File: config.mk
export PLATFORM = sky130hd
export DESIGN_NAME = pwm_audio_dac
export DESIGN_NICKNAME = d
export VERILOG_FILES = /design/src/rtl/pwm_audio_pkg.sv /design/src/rtl/pwm_audio_dac.sv
export SDC_FILE = /design/constraint.sdc
export NUM_CORES = 1
export LEC_CHECK = 0
export ABC_AREA = 1
export BUFFER_PORTS_ARGS = -buffer_cell sky130_fd_sc_hd__buf_2
export CAP_MARGIN = 20
export CORE_ASPECT_RATIO = 1.25
export CORE_MARGIN = 2
export CORE_UTILIZATION = 35
export CTS_CLUSTER_SIZE = 30
export DETAILED_ROUTE_END_ITERATION = 8
export GPL_ROUTABILITY_DRIVEN = 0
export PLACE_DENSITY_LB_ADDON = 0.08
export SYNTH_ARGS = -nofsm -noshare
export SYNTH_HDL_FRONTEND = slang
export SYNTH_SLANG_ARGS = --single-unit
File: constraint.sdc
create_clock -name clk -period 1.5 [get_ports clk]
set_clock_uncertainty 0.05 [all_clocks]
set_input_delay 0.225 -clock clk [delete_from_list [all_inputs] [get_ports clk]]
set_output_delay 0.225 -clock clk [all_outputs]
set_load 0.02 [all_outputs]
File: src/rtl/pwm_audio_pkg.sv
// Shared constants for the PWM audio DAC: default widths and the silence level.
package pwm_audio_pkg;

  localparam int unsigned SAMPLE_WIDTH  = 8;
  localparam int unsigned SAMPLE_REPEAT = 4;

  // Unsigned PCM silence: half of full scale.
  function automatic int unsigned midscale(input int unsigned width);
    return 32'd1 << (width - 1);
  endfunction

endpackage

File: src/rtl/pwm_audio_dac.sv
// PCM-to-PWM audio DAC: one-entry sample buffer with valid/ready upstream,
// each sample held for REPEAT PWM frames of 2^WIDTH clocks.
module pwm_audio_dac
  import pwm_audio_pkg::*;
#(
  parameter int unsigned WIDTH  = SAMPLE_WIDTH,
  parameter int unsigned REPEAT = SAMPLE_REPEAT
) (
  input  logic             clk,
  input  logic             rst_n,
  input  logic [WIDTH-1:0] sample_in,
  input  logic             sample_valid,
  output logic             sample_ready,
  output logic             sample_tick,
  output logic             underrun,
  output logic             pwm
);

  localparam int unsigned      REP_W   = (REPEAT > 1) ? $clog2(REPEAT) : 1;
  localparam logic [WIDTH-1:0] CNT_MAX = '1;
  localparam logic [WIDTH-1:0] MID     = WIDTH'(midscale(WIDTH));
  localparam logic [REP_W-1:0] REP_MAX = REP_W'(REPEAT - 1);

  logic [WIDTH-1:0] cnt, cnt_d;
  logic [REP_W-1:0] rep, rep_d;
  logic [WIDTH-1:0] cur, cur_d;
  logic [WIDTH-1:0] nxt, nxt_d;
  logic             nxt_full, nxt_full_d;
  logic             pwm_d, tick_d, underrun_d;
  logic             frame_end, load, accept;

  // Ready depends only on buffer state, never on sample_valid.
  assign sample_ready = ~nxt_full;
  assign frame_end    = (cnt == CNT_MAX);
  assign load         = frame_end && (rep == REP_MAX);
  assign accept       = sample_valid && ~nxt_full;

  // Next-state: frame/repeat counters, buffer handoff at the load event, PWM compare.
  always_comb begin
    cnt_d      = cnt + WIDTH'(1);
    rep_d      = rep;
    cur_d      = cur;
    nxt_d      = nxt;
    nxt_full_d = nxt_full;
    tick_d     = 1'b0;
    underrun_d = 1'b0;
    pwm_d      = (cnt < cur);

    if (frame_end) begin
      rep_d = (rep == REP_MAX) ? '0 : rep + REP_W'(1);
    end

    if (load) begin
      tick_d = 1'b1;
      if (nxt_full) begin
        cur_d      = nxt;
        nxt_full_d = 1'b0;
      end else begin
        underrun_d = 1'b1;
      end
    end

    // An accept coinciding with an empty-buffer load lands in nxt only; it plays next period.
    if (accept) begin
      nxt_d      = sample_in;
      nxt_full_d = 1'b1;
    end
  end

  always_ff @(posedge clk or negedge rst_n) begin
    if (!rst_n) begin
      cnt         <= '0;
      rep         <= '0;
      cur         <= MID;
      nxt         <= '0;
      nxt_full    <= 1'b0;
      pwm         <= 1'b0;
      sample_tick <= 1'b0;
      underrun    <= 1'b0;
    end else begin
      cnt         <= cnt_d;
      rep         <= rep_d;
      cur         <= cur_d;
      nxt         <= nxt_d;
      nxt_full    <= nxt_full_d;
      pwm         <= pwm_d;
      sample_tick <= tick_d;
      underrun    <= underrun_d;
    end
  end

endmodule

==> results of run 1 <==
## state kept, by name (all words and copies together), names as in the netlist
| signal | cells |
|---|---|
| rep | 2 |
| cnt | 8 |
| cur | 8 |
| pwm | 1 |
| sample_tick | 1 |
| nxt | 8 |
| underrun | 1 |
| nxt_full | 1 |
## Yosys cell counts
| cell type | count |
|---|---|
| nor2_4 | 2 |
| nor2_1 | 1 |
| nor3_1 | 3 |
| a21oi_1 | 4 |
| mux2_2 | 8 |
| nand2_2 | 3 |
| inv_4 | 1 |
| xnor2_1 | 1 |
| dfstp_2 | 1 |
| inv_1 | 12 |
| o21ai_0 | 3 |
| or2_2 | 1 |
| nand2_1 | 39 |
| nor2_2 | 1 |
| ha_1 | 9 |
| dfrtp_1 | 29 |
| xor2_1 | 5 |
| nor3_4 | 1 |
| nand3_1 | 3 |
| nand2_4 | 1 |
## timing repair
action / 4_1_cts / 5_1_grt
hold buffers: 1 / 0
endpoints found under the hold margin: 29 / 0
setup buffers: 0 / 4
resized for setup: 0 / 1
endpoints found under the setup margin: 0 / 8
## layer usage
layer	share of wire [%]	wire length (µm)	vias up
met1	46	1010	411
met2	48	1050	12
met4	1.5	32	0
met5	0	0	-
met3	3.7	81	5
li1	-	-	465
## power by group
part           switching, mW  internal [mW]  leakage (nW)
registers                  0          0.809         0.396
clock network          0.308          0.325        0.0441
logic                 0.0179         0.0108         0.417
## worst max path at each step
stage | startpoint | slack, ps | depth (start not counted) | end
after floorplan | cnt[1] | 180 | 8 | cur[0]
after global placement | cnt[1] | 100 | 7 | cur[0]
after detailed placement | cnt[1] | 80 | 7 | cur[6]
after CTS | cnt[1] | 60 | 7 | cur[6]
after global routing | cnt[1] | -50 | 7 | cur[0]
final | cnt[1] | 50 | 7 | cur[6]
## critical path: stages (launching register included)
cell	delay (ps)
dfrtp_1	380
ha_2	210
nand2_2	60
nor2_4	110
nand2_4	90
nor3_4	320
nand2_1	110
nand2_1	60
## kinds of logic after synthesis
family	count (synthesis)
flip-flops	30
AND/OR/NAND/NOR	55
XOR/XNOR	6
adder cells (fa/ha/maj)	9
buffers and inverters	13
AO/OA/AOI/OAI	7
multiplexers	8
## area by class of cell
class / count / area [µm²] / share of cell area (%)
Tap cell: 40 / 50.0 / 3.07
Clock buffer: 5 / 68.8 / 4.22
Timing Repair Buffer: 22 / 133 / 8.14
Inverter: 13 / 51.3 / 3.15
Sequential cell: 30 / 752 / 46.1
Clock inverter: 3 / 21.3 / 1.30
Multi-Input combinational cell: 85 / 554 / 34.0
## stage by stage
| stage | setup TNS (ps) | setup WS (ps) |
|---|---|---|
| after floorplan | 0 | 180 |
| after global placement | 0 | 100 |
| after detailed placement | 0 | 76.7 |
| after CTS | 0 | 62.3 |
| after global routing | -254 | -47.0 |
| final | 0 | 53.3 |
==> run_summary.xml, run 1 <==
<?xml version="1.0" encoding="UTF-8"?>
<metrics>
  <group name="sta">
    <metric name="final.period_utilization" unit="%">96.4</metric>
    <metric name="worst_pin_slew" unit="ps">662</metric>
    <metric name="rsz0062_at_grt" unit="">true</metric>
    <metric name="setup_viol" unit="">0</metric>
    <metric name="final-hold-violation-count" unit="">0</metric>
    <metric name="timing.slew.headroom" unit="%">55.9</metric>
    <metric name="period_needed" unit="ps">1450</metric>
    <metric name="fin_worst_hold_slack" unit="ps">125</metric>
    <metric name="max_freq" unit="MHz">691</metric>
    <metric name="maxSlewViolCount" unit="">0</metric>
  </group>
  <group name="die">
    <metric name="ioPinCount" unit="">15</metric>
    <metric name="core.rowCount" unit="">25</metric>
    <metric name="fp.coreArea" unit="mm²">0.00375</metric>
    <metric name="die_height" unit="µm">73.6</metric>
    <metric name="die-area" unit="mm²">0.00439</metric>
    <metric name="die_width" unit="µm">59.7</metric>
    <metric name="floorplan.initialDensity" unit="%">36.1</metric>
  </group>
  <group name="routing">
    <metric name="drt_first_pass_iters" unit="">4</metric>
    <metric name="routed-via-count" unit="">893</metric>
    <metric name="route.detailed.vias_per_inst" unit="">4.51</metric>
    <metric name="route.antenna.remaining_nets" unit="">0</metric>
    <metric name="number_of_violations_reported_at_the_end_of_detailed_routing_iteration_0" unit="">18</metric>
    <metric name="finalWirelength" unit="µm">2170</metric>
    <metric name="avgRoutedWirePerCell" unit="µm">11.0</metric>
    <metric name="post-route-drc-count" unit="">0</metric>
  </group>
  <group name="logic_synthesis">
    <metric name="synthesis.nets" unit="">148</metric>
    <metric name="synthesis.area_per_instance" unit="µm²">10.6</metric>
    <metric name="share_of_synthesized_cell_area_in_and_or_nand_and_nor_gates" unit="%">19.3</metric>
    <metric name="synthesized_area_fraction_occupied_by_xor_and_xnor_cells" unit="%">3.88</metric>
    <metric name="synth.yosys.warnings" unit="">0</metric>
    <metric name="synth_cells" unit="">128</metric>
    <metric name="synth_mux_area_share" unit="%">6.65</metric>
    <metric name="ys_seq_elements" unit="">30</metric>
    <metric name="yosysTopAreaCellShare" unit="%">53.6</metric>
    <metric name="synth.top_cells.by_area" unit="">dfrtp_1, nand2_1, ha_1, mux2_2, inv_1</metric>
    <metric name="adder_and_majority_cell_fraction_of_the_synthesized_area" unit="%">8.31</metric>
    <metric name="yosysTopAreaCell" unit="">dfrtp_1</metric>
    <metric name="synth-compound-area-share" unit="%">2.59</metric>
    <metric name="mappedNetlistArea" unit="mm²">0.00136</metric>
    <metric name="synth_top_family_by_area" unit="">simple AND/OR/NAND/NOR gates</metric>
    <metric name="ys_seq_area_share" unit="%">55.5</metric>
    <metric name="yosys.cell_types.count" unit="">20</metric>
  </group>
  <group name="final_layout">
    <metric name="diodes_inserted" unit="">0</metric>
    <metric name="final-instance-count-excl-fill" unit="">198</metric>
    <metric name="stdcell_area" unit="mm²">0.00163</metric>
    <metric name="fraction_of_layout_cells_with_a_size_suffix_above_1" unit="%">31.0</metric>
    <metric name="final_common_cell" unit="">nand2_1</metric>
    <metric name="fillerInstances" unit="">375</metric>
    <metric name="fin_util" unit="%">43.4</metric>
    <metric name="most_frequent_cells_in_the_layout" unit="">nand2_1, dfrtp_1, buf_2</metric>
    <metric name="finalNetCount" unit="">177</metric>
    <metric name="layout_overhead_on_the_synthesized_area" unit="%">20.3</metric>
  </group>
  <group name="global_routing">
    <metric name="grt_pass1_vias" unit="">881</metric>
    <metric name="grt.busiest_layer" unit="">met2</metric>
    <metric name="overflow" unit="">0</metric>
    <metric name="gr-usage-met1" unit="%">14.1</metric>
    <metric name="grt_start_max_net_pins" unit="">31</metric>
    <metric name="grt_first_pass_wirelength" unit="µm">3840</metric>
    <metric name="grt_util_met3" unit="%">4.75</metric>
    <metric name="antenna_found_initial" unit="">0</metric>
    <metric name="track_usage" unit="%">11.9</metric>
    <metric name="use_met2" unit="%">19.4</metric>
  </group>
  <group name="placement">
    <metric name="placement.cell_area" unit="mm²">0.00150</metric>
    <metric name="dp.cells" unit="">185</metric>
    <metric name="count_of_buffers_from_port_buffering" unit="">14</metric>
    <metric name="dp.final_hpwl" unit="µm">1640</metric>
  </group>
  <group name="power_and_ir_drop">
    <metric name="leakage" unit="nW">0.857</metric>
    <metric name="max-vdd-ir-drop" unit="µV">628</metric>
    <metric name="power-per-cell-area" unit="mW/mm²">902</metric>
    <metric name="power" unit="mW">1.47</metric>
  </group>
  <group name="clocking">
    <metric name="tritoncts.num_buffers" unit="">5</metric>
    <metric name="cts_max_path_buffers" unit="">2</metric>
    <metric name="cts_root_buffer" unit="">clkbuf_8</metric>
    <metric name="clkSlewWorstSetupHoldPaths" unit="ps">70</metric>
    <metric name="clkLatencyLatePin" unit="ps">280</metric>
    <metric name="tritoncts" unit="">done</metric>
    <metric name="tritoncts_num_sinks" unit="">30</metric>
    <metric name="h-tree-depth" unit="">2</metric>
  </group>
  <group name="hold_path">
    <metric name="hp-start" unit="">sample_in[1]</metric>
    <metric name="hold_end" unit="">nxt[1]</metric>
    <metric name="min_path_type" unit="">in -&gt; reg</metric>
    <metric name="hold-path-cell-count" unit="">2</metric>
  </group>
  <group name="critical_path">
    <metric name="r2r-end" unit="">cur[6]</metric>
    <metric name="required" unit="ps">1670</metric>
    <metric name="critical_path.endpoint_type" unit="">flop</metric>
    <metric name="cp.arrival" unit="ps">1620</metric>
    <metric name="regToRegSetupSlack" unit="ps">50</metric>
    <metric name="start_kind" unit="">flop</metric>
    <metric name="worst-path-max-fanout" unit="">8</metric>
    <metric name="path_class" unit="">reg -&gt; reg</metric>
    <metric name="reg2reg_depth" unit="">7</metric>
    <metric name="worstReg2RegStart" unit="">cnt[1]</metric>
  </group>
  <group name="flow_run">
    <metric name="maxCapViolCount" unit="">0</metric>
  </group>
  <group name="outcome">
    <metric name="run_status" unit="">finished clean</metric>
  </group>
</metrics>
No activity file was read; power rests on OpenSTA's default activity.
==> inputs of run 2 (changes only) <==
- CORE_UTILIZATION: 35 -> 40
==> run_summary.xml, run 2 (synthesis results as in run 1) <==
<?xml version="1.0" encoding="UTF-8"?>
<metrics>
  <group name="placement">
    <metric name="dp.cells" unit="">182</metric>
    <metric name="place_ws" unit="ps">76.2</metric>
    <metric name="dp.final_hpwl" unit="µm">1550</metric>
    <metric name="count_of_buffers_from_port_buffering" unit="">14</metric>
  </group>
  <group name="final_layout">
    <metric name="fillerInstances" unit="">323</metric>
    <metric name="finalNetCount" unit="">177</metric>
    <metric name="most_frequent_cells_in_the_layout" unit="">nand2_1, dfrtp_1, buf_2</metric>
    <metric name="final-instance-count-excl-fill" unit="">195</metric>
    <metric name="layout_overhead_on_the_synthesized_area" unit="%">21.9</metric>
    <metric name="fraction_of_layout_cells_with_a_size_suffix_above_1" unit="%">30.4</metric>
    <metric name="fin_util" unit="%">51.2</metric>
    <metric name="largestRegisters" unit="">cnt x8, cur x8, nxt x8</metric>
    <metric name="final_common_cell" unit="">nand2_1</metric>
    <metric name="diodes_inserted" unit="">0</metric>
  </group>
  <group name="clocking">
    <metric name="cts_max_path_buffers" unit="">2</metric>
    <metric name="clkLatencyLatePin" unit="ps">270</metric>
    <metric name="clkSlewWorstSetupHoldPaths" unit="ps">70</metric>
    <metric name="tritoncts.num_buffers" unit="">5</metric>
    <metric name="tritoncts_num_sinks" unit="">30</metric>
    <metric name="cts_root_buffer" unit="">clkbuf_8</metric>
    <metric name="h-tree-depth" unit="">2</metric>
    <metric name="tritoncts" unit="">done</metric>
  </group>
  <group name="sta">
    <metric name="final-hold-violation-count" unit="">0</metric>
    <metric name="worst_pin_slew" unit="ps">664</metric>
    <metric name="final.period_utilization" unit="%">93.8</metric>
    <metric name="period_needed" unit="ps">1410</metric>
    <metric name="worst_slack" unit="ps">92.9</metric>
    <metric name="max_freq" unit="MHz">711</metric>
    <metric name="fin_setup_tns" unit="ps">0</metric>
    <metric name="timing.slew.headroom" unit="%">55.7</metric>
    <metric name="rsz0062_at_grt" unit="">true</metric>
    <metric name="setup_viol" unit="">0</metric>
    <metric name="maxSlewViolCount" unit="">0</metric>
  </group>
  <group name="die">
    <metric name="ioPinCount" unit="">15</metric>
    <metric name="fp.coreArea" unit="mm²">0.00322</metric>
    <metric name="die_width" unit="µm">56.1</metric>
    <metric name="die-area" unit="mm²">0.00387</metric>
    <metric name="core.rowCount" unit="">23</metric>
    <metric name="die_height" unit="µm">69.1</metric>
    <metric name="floorplan.initialDensity" unit="%">42.0</metric>
  </group>
  <group name="critical_path">
    <metric name="reg2reg_depth" unit="">7</metric>
    <metric name="timing.critical_path.slowest_stage_cell" unit="">dfrtp_1</metric>
    <metric name="critical_path_depth" unit="">7</metric>
    <metric name="r2r-end" unit="">cur[1]</metric>
    <metric name="required" unit="ps">1670</metric>
    <metric name="cp.arrival" unit="ps">1570</metric>
    <metric name="critical_path.endpoint_type" unit="">flop</metric>
    <metric name="start_kind" unit="">flop</metric>
    <metric name="worst-path-max-fanout" unit="">8</metric>
    <metric name="worstReg2RegStart" unit="">cnt[1]</metric>
    <metric name="worstPathBufferInverterCount" unit="">0</metric>
    <metric name="cpPeakStageDelay" unit="ps">370</metric>
    <metric name="crit_path_cell_trace" unit="">ha_2, nand2_2, nor2_4, nand2_4, nor3_4, nand2_1, nand2_1</metric>
    <metric name="crit_path_frequent_cell" unit="">nand2_1</metric>
    <metric name="path_class" unit="">reg -&gt; reg</metric>
    <metric name="first_element_of_the_critical_path" unit="">cnt[1]</metric>
    <metric name="regToRegSetupSlack" unit="ps">90</metric>
    <metric name="cp-endpoint" unit="">cur[1]</metric>
    <metric name="critPathTopFamily" unit="">simple AND/OR/NAND/NOR gates</metric>
  </group>
  <group name="global_routing">
    <metric name="grt_first_pass_wirelength" unit="µm">3820</metric>
    <metric name="use_met2" unit="%">21.0</metric>
    <metric name="grt_pass1_vias" unit="">917</metric>
    <metric name="track_usage" unit="%">12.7</metric>
    <metric name="gr-usage-met1" unit="%">14.6</metric>
    <metric name="antenna_found_initial" unit="">0</metric>
    <metric name="overflow" unit="">0</metric>
    <metric name="grt_start_max_net_pins" unit="">31</metric>
    <metric name="grt.busiest_layer" unit="">met2</metric>
    <metric name="grt_util_met3" unit="%">3.38</metric>
  </group>
  <group name="power_and_ir_drop">
    <metric name="power.internal" unit="mW">1.31</metric>
    <metric name="p_sw" unit="mW">0.311</metric>
    <metric name="seq_power_share" unit="%">49.8</metric>
    <metric name="power_switching_share" unit="%">19.1</metric>
    <metric name="power-per-cell-area" unit="mW/mm²">984</metric>
    <metric name="power" unit="mW">1.63</metric>
    <metric name="combPwrFrac" unit="%">1.8</metric>
    <metric name="clockPowerShare" unit="%">48.4</metric>
    <metric name="leakage" unit="nW">0.861</metric>
    <metric name="max-vdd-ir-drop" unit="µV">644</metric>
  </group>
  <group name="routing">
    <metric name="route.antenna.remaining_nets" unit="">0</metric>
    <metric name="post-route-drc-count" unit="">0</metric>
    <metric name="number_of_violations_reported_at_the_end_of_detailed_routing_iteration_0" unit="">11</metric>
    <metric name="route.detailed.vias_per_inst" unit="">4.62</metric>
    <metric name="drt_first_pass_iters" unit="">4</metric>
    <metric name="avgRoutedWirePerCell" unit="µm">11.2</metric>
    <metric name="routed-via-count" unit="">900</metric>
    <metric name="finalWirelength" unit="µm">2180</metric>
  </group>
  <group name="hold_path">
    <metric name="min_path_type" unit="">in -&gt; reg</metric>
  </group>
  <group name="flow_run">
    <metric name="maxCapViolCount" unit="">0</metric>
  </group>
  <group name="outcome">
    <metric name="run_status" unit="">finished clean</metric>
  </group>
</metrics>
==> run 2: cell count changes in the layout (fill, tap and decap cells not counted), sizes merged <==
cell	before	now
bufinv	0	1
clkinv	2	0
clkbuf	5	6
==> run 2: worst min path at each step <==
stage | startpoint | to | depth (start not counted)
6_report | sample_in[0] | nxt[0] | 2
5_1_grt | sample_in[6] | nxt[6] | 2
4_1_cts | sample_in[6] | nxt[6] | 2
3_5_place_dp | rst_n | cnt[2] | 1
3_3_place_gp | rst_n | rep[1] | 1
2_1_floorplan | rst_n | cnt[0] | 0
==> run 2: layer usage <==
metal	up-vias	share of wire, %
met2	10	50
met5	-	0
met1	423	45
met3	5	3.0
met4	0	2.0
li1	462	-
==> run 2: cell type report <==
class	instances	area, µm²	area share, %
tap	37	46.3	2.80
clock inverter	2	37.5	2.27
inverter	13	51.3	3.11
timing repair buffer	22	133	8.03
sequential	30	752	45.5
clock buffer	6	72.6	4.39
multi-input combinational	85	559	33.9
==> run 2: repair_timing <==
item | 4_1_cts | 5_1_grt
setup endpoints to repair | 0 | 8
resized for setup | 0 | 2
endpoints found under the hold margin | 29 | 0
buffers inserted | 0 | 4
hold buffers | 1 | 0
==> run 2: stage by stage <==
| step | cell area (µm²) | hold WS (ps) |
|---|---|---|
| 2_1_floorplan | 1360 | -121 |
| 3_3_place_gp | 1490 | 242 |
| 3_5_place_dp | 1490 | 246 |
| 4_1_cts | 1610 | 120 |
| 5_1_grt | 1650 | 124 |
| 6_report | 1650 | 127 |
==> run 2: power by group through the flow <==
stage	registers (mW)	logic (mW)	clock network (mW)
3_3_place_gp	0.824	0.0279	0
5_1_grt	0.809	0.0346	0.838
4_1_cts	0.809	0.0304	0.808
2_1_floorplan	0.824	0.000235	0
6_report	0.809	0.0288	0.788
3_5_place_dp	0.824	0.0284	0
==> inputs of run 3 (changes only) <==
- CTS_BUF_LIST: not set -> sky130_fd_sc_hd__clkbuf_16
==> run_summary.xml, run 3 (synthesis results as in run 1) <==
<?xml version="1.0" encoding="UTF-8"?>
<metrics>
  <group name="final_layout">
    <metric name="stdcell_area" unit="mm²">0.00172</metric>
    <metric name="final-instance-count-excl-fill" unit="">196</metric>
    <metric name="fin_util" unit="%">53.2</metric>
    <metric name="layout_overhead_on_the_synthesized_area" unit="%">26.6</metric>
    <metric name="finalNetCount" unit="">178</metric>
    <metric name="fraction_of_layout_cells_with_a_size_suffix_above_1" unit="%">30.8</metric>
    <metric name="final_common_cell" unit="">nand2_1</metric>
    <metric name="most_frequent_cells_in_the_layout" unit="">nand2_1, dfrtp_1, buf_2</metric>
    <metric name="largestRegisters" unit="">cnt x8, cur x8, nxt x8</metric>
    <metric name="fillerInstances" unit="">303</metric>
    <metric name="diodes_inserted" unit="">0</metric>
  </group>
  <group name="routing">
    <metric name="route.antenna.remaining_nets" unit="">0</metric>
    <metric name="post-route-drc-count" unit="">0</metric>
    <metric name="number_of_violations_reported_at_the_end_of_detailed_routing_iteration_0" unit="">18</metric>
    <metric name="route.detailed.vias_per_inst" unit="">4.61</metric>
    <metric name="routed-via-count" unit="">904</metric>
    <metric name="finalWirelength" unit="µm">2230</metric>
    <metric name="avgRoutedWirePerCell" unit="µm">11.4</metric>
    <metric name="drt_first_pass_iters" unit="">4</metric>
  </group>
  <group name="die">
    <metric name="ioPinCount" unit="">15</metric>
    <metric name="core.rowCount" unit="">23</metric>
    <metric name="die_width" unit="µm">56.1</metric>
    <metric name="die_height" unit="µm">69.1</metric>
    <metric name="die-area" unit="mm²">0.00387</metric>
    <metric name="fp.coreArea" unit="mm²">0.00322</metric>
    <metric name="floorplan.initialDensity" unit="%">42.0</metric>
  </group>
  <group name="critical_path">
    <metric name="cp.arrival" unit="ps">1550</metric>
    <metric name="worst-path-max-fanout" unit="">8</metric>
    <metric name="critPathTopFamily" unit="">simple AND/OR/NAND/NOR gates</metric>
    <metric name="crit_path_frequent_cell" unit="">nand2_1</metric>
    <metric name="r2r-end" unit="">cur[7]</metric>
    <metric name="crit_path_cell_trace" unit="">ha_2, nand2_2, nor2_4, nand2_4, nor3_4, nand2_1, nand2_1</metric>
    <metric name="cpPeakStageDelay" unit="ps">360</metric>
    <metric name="path_class" unit="">reg -&gt; reg</metric>
    <metric name="timing.critical_path.slowest_stage_cell" unit="">dfrtp_1</metric>
    <metric name="regToRegSetupSlack" unit="ps">120</metric>
    <metric name="worstReg2RegStart" unit="">cnt[0]</metric>
    <metric name="required" unit="ps">1670</metric>
    <metric name="reg2reg_depth" unit="">7</metric>
    <metric name="worstPathBufferInverterCount" unit="">0</metric>
    <metric name="critical_path.endpoint_type" unit="">flop</metric>
    <metric name="start_kind" unit="">flop</metric>
  </group>
  <group name="sta">
    <metric name="worst_pin_slew" unit="ps">659</metric>
    <metric name="setup_viol" unit="">0</metric>
    <metric name="maxSlewViolCount" unit="">0</metric>
    <metric name="period_needed" unit="ps">1380</metric>
    <metric name="fin_worst_hold_slack" unit="ps">128</metric>
    <metric name="timing.slew.headroom" unit="%">56.1</metric>
    <metric name="worst_slack" unit="ps">122</metric>
    <metric name="final.period_utilization" unit="%">91.9</metric>
    <metric name="max_freq" unit="MHz">726</metric>
    <metric name="fin_setup_tns" unit="ps">0</metric>
    <metric name="final-hold-violation-count" unit="">0</metric>
  </group>
  <group name="global_routing">
    <metric name="grt_pass1_vias" unit="">925</metric>
    <metric name="grt_first_pass_wirelength" unit="µm">3950</metric>
    <metric name="antenna_found_initial" unit="">0</metric>
    <metric name="overflow" unit="">0</metric>
    <metric name="grt_start_max_net_pins" unit="">31</metric>
    <metric name="track_usage" unit="%">13.5</metric>
  </group>
  <group name="power_and_ir_drop">
    <metric name="seq_power_share" unit="%">41.6</metric>
    <metric name="leakage" unit="nW">0.897</metric>
    <metric name="power_switching_share" unit="%">18.1</metric>
    <metric name="clockPowerShare" unit="%">56.9</metric>
    <metric name="combPwrFrac" unit="%">1.5</metric>
    <metric name="power" unit="mW">1.95</metric>
    <metric name="power.internal" unit="mW">1.60</metric>
    <metric name="power-per-cell-area" unit="mW/mm²">1140</metric>
    <metric name="p_sw" unit="mW">0.353</metric>
    <metric name="max-vdd-ir-drop" unit="µV">1120</metric>
  </group>
  <group name="hold_path">
    <metric name="min_path_type" unit="">in -&gt; reg</metric>
    <metric name="hold_end" unit="">nxt[0]</metric>
    <metric name="hold-path-cell-count" unit="">2</metric>
    <metric name="hp-start" unit="">sample_in[0]</metric>
  </group>
  <group name="flow_run">
    <metric name="maxCapViolCount" unit="">0</metric>
  </group>
  <group name="placement">
    <metric name="placement.cell_area" unit="mm²">0.00149</metric>
    <metric name="dp.final_hpwl" unit="µm">1550</metric>
    <metric name="count_of_buffers_from_port_buffering" unit="">14</metric>
    <metric name="dp.cells" unit="">182</metric>
    <metric name="place_ws" unit="ps">76.2</metric>
  </group>
  <group name="clocking">
    <metric name="clkSlewWorstSetupHoldPaths" unit="ps">50</metric>
    <metric name="h-tree-depth" unit="">2</metric>
    <metric name="tritoncts_num_sinks" unit="">30</metric>
    <metric name="clkLatencyLatePin" unit="ps">280</metric>
    <metric name="tritoncts.num_buffers" unit="">5</metric>
    <metric name="tritoncts" unit="">done</metric>
    <metric name="cts_root_buffer" unit="">clkbuf_16</metric>
    <metric name="cts_max_path_buffers" unit="">2</metric>
  </group>
  <group name="outcome">
    <metric name="run_status" unit="">finished clean</metric>
  </group>
</metrics>
==> run 3: cell types whose count changed in the layout (fill, tap and decap cells not counted) <==
cell / before / now
buf_4: 7 / 8
clkbuf_1: 1 / 0
clkbuf_16: 0 / 5
clkbuf_8: 5 / 0
inv_1: 12 / 13
==> run 3: timing repair <==
action | in CTS | in global routing
endpoints found under the hold margin | 29 | 0
setup endpoints to repair | 0 | 8
gates resized for setup | 0 | 2
buffers inserted | 0 | 5
hold buffers | 1 | 0
==> run 3: power groups by stage <==
stage | Combinational (mW) | Sequential (mW) | Clock (mW)
after CTS | 0.0304 | 0.811 | 1.14
final | 0.0287 | 0.811 | 1.11
after global routing | 0.0346 | 0.810 | 1.17
after detailed placement | 0.0284 | 0.824 | 0
after global placement | 0.0279 | 0.824 | 0
after floorplan | 0.000235 | 0.824 | 0
==> run 3: worst max path at each step <==
| stage | startpoint | to | slack [ps] | cells past startpoint |
|---|---|---|---|---|
| 2_1_floorplan | cnt[1] | cur[0] | 180 | 8 |
| 3_3_place_gp | cnt[1] | cur[0] | 100 | 7 |
| 3_5_place_dp | cnt[1] | cur[0] | 80 | 7 |
| 4_1_cts | cnt[1] | cur[0] | 40 | 7 |
| 5_1_grt | cnt[1] | cur[0] | -10 | 7 |
| 6_report | cnt[0] | cur[7] | 120 | 7 |
==> run 3: layout make-up <==
class	count	area [µm²]	area share, %
inverter	13	51.3	2.99
timing repair buffer	23	140	8.17
tap	37	46.3	2.70
clock buffer	5	125	7.29
multi-input combinational	85	559	32.6
clock inverter	3	41.3	2.41
sequential	30	752	43.8
==> run 3: worst reg2reg max path, delay by kind of cell, from the launching register on <==
family,cells,cell delay (ps)
AND/OR/NAND/NOR,6,700
flip-flops,1,360
adder cells (fa/ha/maj),1,200
==> run 3: routing by layer <==
layer	global-route usage, %	share of wire [%]	vias to the layer above
met1	15.2	45	421
met5	0	0	-
met4	6.35	1.2	0
li1	-	-	468
met2	21.8	50	12
met3	5.63	4.2	3
